<file path="config.mk">
export PLATFORM = sky130hd
export DESIGN_NAME = reg_file_sequencer_flat
export DESIGN_NICKNAME = d
export VERILOG_FILES = /design/src/rtl/reg_file_sequencer_pkg.sv /design/src/rtl/reg_file_sequencer_if.sv /design/src/rtl/reg_file_sequencer_decoder_2_to_4.sv /design/src/rtl/reg_file_sequencer.sv /design/src/flat_wrapper.sv
export SDC_FILE = /design/constraint.sdc
export NUM_CORES = 1
export LEC_CHECK = 0
export CORE_AREA = 2 2 39 41
export DETAILED_ROUTE_END_ITERATION = 8
export DIE_AREA = 0 0 41 43
export PLACE_DENSITY = 0.71
export SETUP_SLACK_MARGIN = 0.05
export SYNTH_ARGS = -nofsm -noshare
export SYNTH_HDL_FRONTEND = slang
export SYNTH_SLANG_ARGS = --single-unit
</file>
<file path="constraint.sdc">
create_clock -name clk -period 6 [get_ports clk]
set_input_delay 1.8 -clock clk [delete_from_list [all_inputs] [get_ports clk]]
set_output_delay 1.8 -clock clk [all_outputs]
set_load 0.01 [all_outputs]
</file>
<file path="src/rtl/reg_file_sequencer_pkg.sv">
// Shared encodings for the register-file sequencer: opcodes, bus sources,
// FSM states and the instruction layout.
package reg_file_sequencer_pkg;

    typedef enum logic [1:0] {
        OP_MV  = 2'd0,
        OP_MVI = 2'd1,
        OP_ADD = 2'd2,
        OP_SUB = 2'd3
    } op_e;

    typedef enum logic [1:0] {
        SRC_NONE = 2'd0,
        SRC_REG  = 2'd1,
        SRC_IMM  = 2'd2,
        SRC_G    = 2'd3
    } bus_src_e;

    typedef enum logic [1:0] {
        S_IDLE = 2'd0,
        S_T1   = 2'd1,
        S_T2   = 2'd2,
        S_T3   = 2'd3
    } state_e;

    typedef struct packed {
        op_e        op;
        logic [1:0] rx;
        logic [1:0] ry;
    } instr_t;

    // ADD and SUB need the three-step A/G path; MV and MVI finish in T1.
    function automatic logic is_alu_op(op_e op);
        return (op == OP_ADD) || (op == OP_SUB);
    endfunction

endpackage

</file>
<file path="src/rtl/reg_file_sequencer_if.sv">
// Instruction handshake plus per-cycle datapath control bundle.
interface reg_file_sequencer_if #(
    parameter int IW = 6
);
    logic          run;
    logic [IW-1:0] instr;
    logic          busy;
    logic          done;
    logic [3:0]    load;
    logic [1:0]    bus_src;
    logic [1:0]    reg_sel;
    logic          a_load;
    logic          g_load;
    logic          alu_sub;

    modport master (
        output run, instr,
        input  busy, done, load, bus_src, reg_sel, a_load, g_load, alu_sub
    );

    modport slave (
        input  run, instr,
        output busy, done, load, bus_src, reg_sel, a_load, g_load, alu_sub
    );
endinterface

</file>
<file path="src/rtl/reg_file_sequencer_decoder_2_to_4.sv">
// 2-to-4 one-hot destination decoder for register-file write enables.
module decoder_2_to_4 (
    input  logic [1:0] sel,
    output logic [3:0] onehot
);
    genvar gi;
    generate
        for (gi = 0; gi < 4; gi++) begin : g_dec
            assign onehot[gi] = (sel == 2'(gi));
        end
    endgenerate
endmodule

</file>
<file path="src/rtl/reg_file_sequencer.sv">
// Moore control FSM sequencing MV/MVI/ADD/SUB over a single-bus datapath;
// outputs depend only on the state and captured instruction.
module reg_file_sequencer
    import reg_file_sequencer_pkg::*;
#(
    parameter int IW = 6
) (
    input  logic                 clk,
    input  logic                 reset,
    reg_file_sequencer_if.slave  bus
);

    state_e        state_reg;
    logic [IW-1:0] ir_reg;
    instr_t        ir;

    assign ir = instr_t'(ir_reg);

    always_ff @(posedge clk or posedge reset) begin
        if (reset) begin
            state_reg <= S_IDLE;
            ir_reg    <= '0;
        end else begin
            case (state_reg)
                S_IDLE: begin
                    if (bus.run) begin
                        ir_reg    <= bus.instr;
                        state_reg <= S_T1;
                    end
                end
                S_T1:    state_reg <= is_alu_op(ir.op) ? S_T2 : S_IDLE;
                S_T2:    state_reg <= S_T3;
                default: state_reg <= S_IDLE;
            endcase
        end
    end

    logic [3:0] dest_onehot;
    logic       wr_en;
    logic       done;
    bus_src_e   bus_src;
    logic [1:0] reg_sel;
    logic       a_load;
    logic       g_load;
    logic       alu_sub;

    decoder_2_to_4 u_dest_dec (
        .sel    (ir.rx),
        .onehot (dest_onehot)
    );

    always_comb begin
        wr_en   = 1'b0;
        done    = 1'b0;
        bus_src = SRC_NONE;
        reg_sel = 2'd0;
        a_load  = 1'b0;
        g_load  = 1'b0;
        alu_sub = 1'b0;
        case (state_reg)
            S_T1: begin
                case (ir.op)
                    OP_MV: begin
                        bus_src = SRC_REG;
                        reg_sel = ir.ry;
                        wr_en   = 1'b1;
                        done    = 1'b1;
                    end
                    OP_MVI: begin
                        bus_src = SRC_IMM;
                        wr_en   = 1'b1;
                        done    = 1'b1;
                    end
                    default: begin
                        bus_src = SRC_REG;
                        reg_sel = ir.rx;
                        a_load  = 1'b1;
                    end
                endcase
            end
            S_T2: begin
                bus_src = SRC_REG;
                reg_sel = ir.ry;
                g_load  = 1'b1;
                alu_sub = (ir.op == OP_SUB);
            end
            S_T3: begin
                bus_src = SRC_G;
                wr_en   = 1'b1;
                done    = 1'b1;
            end
            default: ;
        endcase
    end

    // Gating the decoder output keeps load all-zero except in the write step.
    assign bus.load    = dest_onehot & {4{wr_en}};
    assign bus.busy    = (state_reg != S_IDLE);
    assign bus.done    = done;
    assign bus.bus_src = bus_src;
    assign bus.reg_sel = reg_sel;
    assign bus.a_load  = a_load;
    assign bus.g_load  = g_load;
    assign bus.alu_sub = alu_sub;

endmodule

</file>
<file path="src/flat_wrapper.sv">
// flat-port wrapper written by rule: the top's interface ports become plain ports
module reg_file_sequencer_flat import reg_file_sequencer_pkg::*;
#(
    parameter int IW = 6
)
  (clk, reset, bus_run, bus_instr, bus_busy, bus_done, bus_load, bus_bus_src, bus_reg_sel, bus_a_load, bus_g_load, bus_alu_sub);
  reg_file_sequencer_if #(.IW(IW)) bus_i ();
  input  logic clk;
  input  logic reset;
  input wire logic [$bits(bus_i.run)-1:0] bus_run;
  input wire logic [$bits(bus_i.instr)-1:0] bus_instr;
  output wire logic [$bits(bus_i.busy)-1:0] bus_busy;
  output wire logic [$bits(bus_i.done)-1:0] bus_done;
  output wire logic [$bits(bus_i.load)-1:0] bus_load;
  output wire logic [$bits(bus_i.bus_src)-1:0] bus_bus_src;
  output wire logic [$bits(bus_i.reg_sel)-1:0] bus_reg_sel;
  output wire logic [$bits(bus_i.a_load)-1:0] bus_a_load;
  output wire logic [$bits(bus_i.g_load)-1:0] bus_g_load;
  output wire logic [$bits(bus_i.alu_sub)-1:0] bus_alu_sub;
  assign bus_i.run = bus_run;
  assign bus_i.instr = bus_instr;
  assign bus_busy = bus_i.busy;
  assign bus_done = bus_i.done;
  assign bus_load = bus_i.load;
  assign bus_bus_src = bus_i.bus_src;
  assign bus_reg_sel = bus_i.reg_sel;
  assign bus_a_load = bus_i.a_load;
  assign bus_g_load = bus_i.g_load;
  assign bus_alu_sub = bus_i.alu_sub;
  reg_file_sequencer #(.IW(IW)) u_core (.clk(clk), .reset(reset), .bus(bus_i));
endmodule
</file>
==> key figures <==
Run status
  – Outcome: complete, no violations

Yosys
  – Top cells by area, synth: dfrtp_1 39%, mux2_2 13%, ha_1 12%
  – EDFF count, synth: 0
  – List of most frequent post-synthesis cells: 8 x dfrtp_1, 6 x inv_1, 6 x mux2_2
  – Main synth FF type: dfrtp_1
  – Ys Warns: 0
  – Mapped Cells: 46
  – Seq/Total Area, Yosys: 39.41%
  – Synthesized flop and latch total: 8
  – Netlist cell types: 19
  – Syn avg cell area: 11.04 um^2
  – Ys async rst share: 100.0%
  – Syn Std Cell Area: 508.0 um^2
  – Dominant cell type by area after synthesis: dfrtp_1
  – Top-count cell post-synth: dfrtp_1
  – Syn nets: 60
  – Area fraction of the dominant cell type after synthesis: 39.41%

Finish
  – Diode count: 0
  – Non-Filler Instances: 86
  – Area Overhead vs Synth: 49.75%
  – # fillers: 143
  – Multi-input gate area: roughly 290 um^2
  – Layout cells sized above 1: 17.14%
  – Max reg flops: 6
  – Final #Nets: 86
  – Register area: 200.2 um^2

Critical path
  – Worst Path Buf+Inv: 2
  – Slowest stage delay, CP: 0.47 ns
  – Worst reg2reg setup slack: 4.59 ns
  – CP Cell Sequence: inv_1 -> ha_1 -> nor2b_1 -> a32o_1 -> a32o_1 -> clkdlybuf4s50_1
  – R2R Path End: u_core.ir[2]$_DFFE_PP0P_
  – Critical path launch point type: flip-flop
  – Worst setup path class: flip-flop to output pin
  – Worst-path fanout max: 5
  – WP data required: about 4.2 ns
  – Top Family by Delay on Critical Path: buffers and inverters
  – Critical Path AT: 2.18 ns
  – Crit end category: output pin
  – Most used cell along the critical path: a32o_1
  – Cell count of the worst reg-to-reg path: 4
  – Worst r2r src: u_core.state_reg[0]$_DFFE_PP0P_
  – Crit-path slowest cell: clkdlybuf4s50_1

Routing
  – Routed length per placed instance: between 10 and 15 um
  – DRC errors left: 0
  – Number of routed nets with antenna violations: 0
  – Via count: about 430
  – Drt first pass iters: 3
  – Post-Route WL: 991 um
  – Iteration-0 DRC count of the detailed router: 6
  – Routed vias/inst: 4.988

Clock tree
  – Post-CTS setup buffers: 0
  – Root buf cell: clkbuf_4
  – CTS Hold Bufs: 0
  – Clock Path Buffers: 2
  – CTS tree: built
  – Sink Count: 8
  – Clock Latency Late Sink: 0.25 ns
  – Total CTS buffers: 3
  – H-tree Lvls: 1
  – Post-CTS Resized: 0
  – Worst-path clk slew: about 0.05 ns

Hold path
  – Hold endpoint: u_core.ir[1]$_DFFE_PP0P_
  – Hold_sp: u_core.ir[1]$_DFFE_PP0P_
  – Hold path depth: 1
  – Hold WC Path Type: flip-flop to flip-flop

Placed design
  – PortBufs: 21
  – Placed Cells: 83
  – Pre-CTS WS: 2.271 ns
  – HPWL Detailed: approximately 790 um
  – Placer Congestion: ~0.67

STA
  – Aggregate negative setup slack: 0 ns
  – Tcrit/Tclk final: 66.40%
  – Measured slew at the worst slew-check pin: 0.2927 ns
  – Final setup violation count: 0
  – Minimum clock period: 3.984 ns
  – Worst setup margin: slightly above 2 ns
  – Fin. Hold Viols: 0
  – Slew Limit Fails: 0
  – Final Skew: 0.0001846 ns
  – Fin Hold WS: 0.5262 ns
  – RSZ-0062 raised after global routing: no
  – F_max: 0.2510 GHz
  – Relative max-transition margin: about four fifths

Global route
  – Largest net degree at the start of global routing: 9
  – Total Routing Usage GR: 13.91%
  – First-pass GRT wire length: between 1500 and 2000 um
  – Gr ovfl total: 0
  – Initial antenna violation count: 0
  – Vias in the first global route: about 400

Power
  – Static Leak: ~0.33 nW
  – Total power: 0.0003909 W
  – Clock network power share: approximately 10%
  – Sw Ratio: 38.58%
  – Gate power share: 61.2%
  – P_int: 0.0002401 W
  – Reg power frac: 28.9%
  – Peak supply drop: 248.5 uV
  – Net Sw Power: 0.0001508 W
  – P per Cell Area: 513.9 nW/um^2

Floorplan
  – Die Wd: a little over 40 um
  – Rows: 14
  – Core Area: 1384 um^2
  – I/O pins: 22
  – Die H: 43 um
  – Initial core utilization: 36.71%
  – Die area: 1763 um^2

Flow run
  – Max Cap Viol: 0
==> layout by cell type (no fill, tap or decap), drive strengths merged, types with 2 or more instances in the layout <==
cell type,synthesis,layout
a21boi,2,2
nor3,2,2
nor3b,2,2
ha,5,5
dfrtp,8,8
mux2,6,6
clkdlybuf4s50,0,21
inv,6,6
clkbuf,0,3
a21oi,2,2
and3,2,2
a32o,3,3
==> per-stage QoR <==
stage | cell area [um^2] | util (%)
after global placement | 738.2 | 53.35
after global routing | 760.7 | 54.97
after detailed placement | 738.2 | 53.35
final | 760.7 | 54.97
after CTS | 760.7 | 54.97
after floorplan | 508.0 | -
==> worst register-to-register path: stages (launching register included) <==
cell     delay [ns]
dfrtp_1        0.41
inv_1          0.10
ha_1           0.26
nand2_2        0.17
mux2_2         0.35
==> kinds of logic after synthesis <==
logic type,synth area share [%]
simple gates,13.30
compound gates,17.24
flops,39.41
buf+inv,4.433
mux,13.30
fa+ha+maj,12.32
==> power by group through the flow <==
stage | clock (W) | sequential [W] | combinational (W)
floorplan | 0 | 0.000104 | 0.000147
global placement | 0 | 0.000112 | 0.000239
detailed placement | 0 | 0.000112 | 0.000241
CTS | 0.0000406 | 0.000112 | 0.000242
global route | 0.0000433 | 0.000118 | 0.000265
finish | 0.0000390 | 0.000113 | 0.000239
==> how the worst max path moves through the flow <==
stage,startpoint,endpoint,depth (start not counted)
after global routing,u_core.state_reg[0]$_DFFE_PP0P_,bus_reg_sel[0],6
final,u_core.state_reg[0]$_DFFE_PP0P_,bus_reg_sel[0],6
after CTS,u_core.state_reg[0]$_DFFE_PP0P_,bus_reg_sel[0],6
after global placement,u_core.state_reg[1]$_DFFE_PP0P_,bus_reg_sel[0],6
after floorplan,u_core.state_reg[0]$_DFFE_PP0P_,bus_reg_sel[0],5
after detailed placement,u_core.state_reg[0]$_DFFE_PP0P_,bus_reg_sel[0],6
==> layer usage <==
layer  global-route usage [%]  up-vias  wire (um)
li1                         -      215          -
met1                    18.67      194        448
met2                    20.63       18        468
met3                    1.571        2         55
met4                    8.000        0         19
met5                        0        -          0
==> final cells by class <==
| class | count | share of cell area, % |
|---|---|---|
| well taps | 16 | 2.632 |
| clock buffers | 3 | 2.961 |
| repair buffers | 21 | 27.63 |
| flip-flops and latches | 8 | 26.32 |
| multi-input cells | 32 | 37.50 |
| inverters | 6 | 2.961 |
Power figures use the tool's default switching activity.
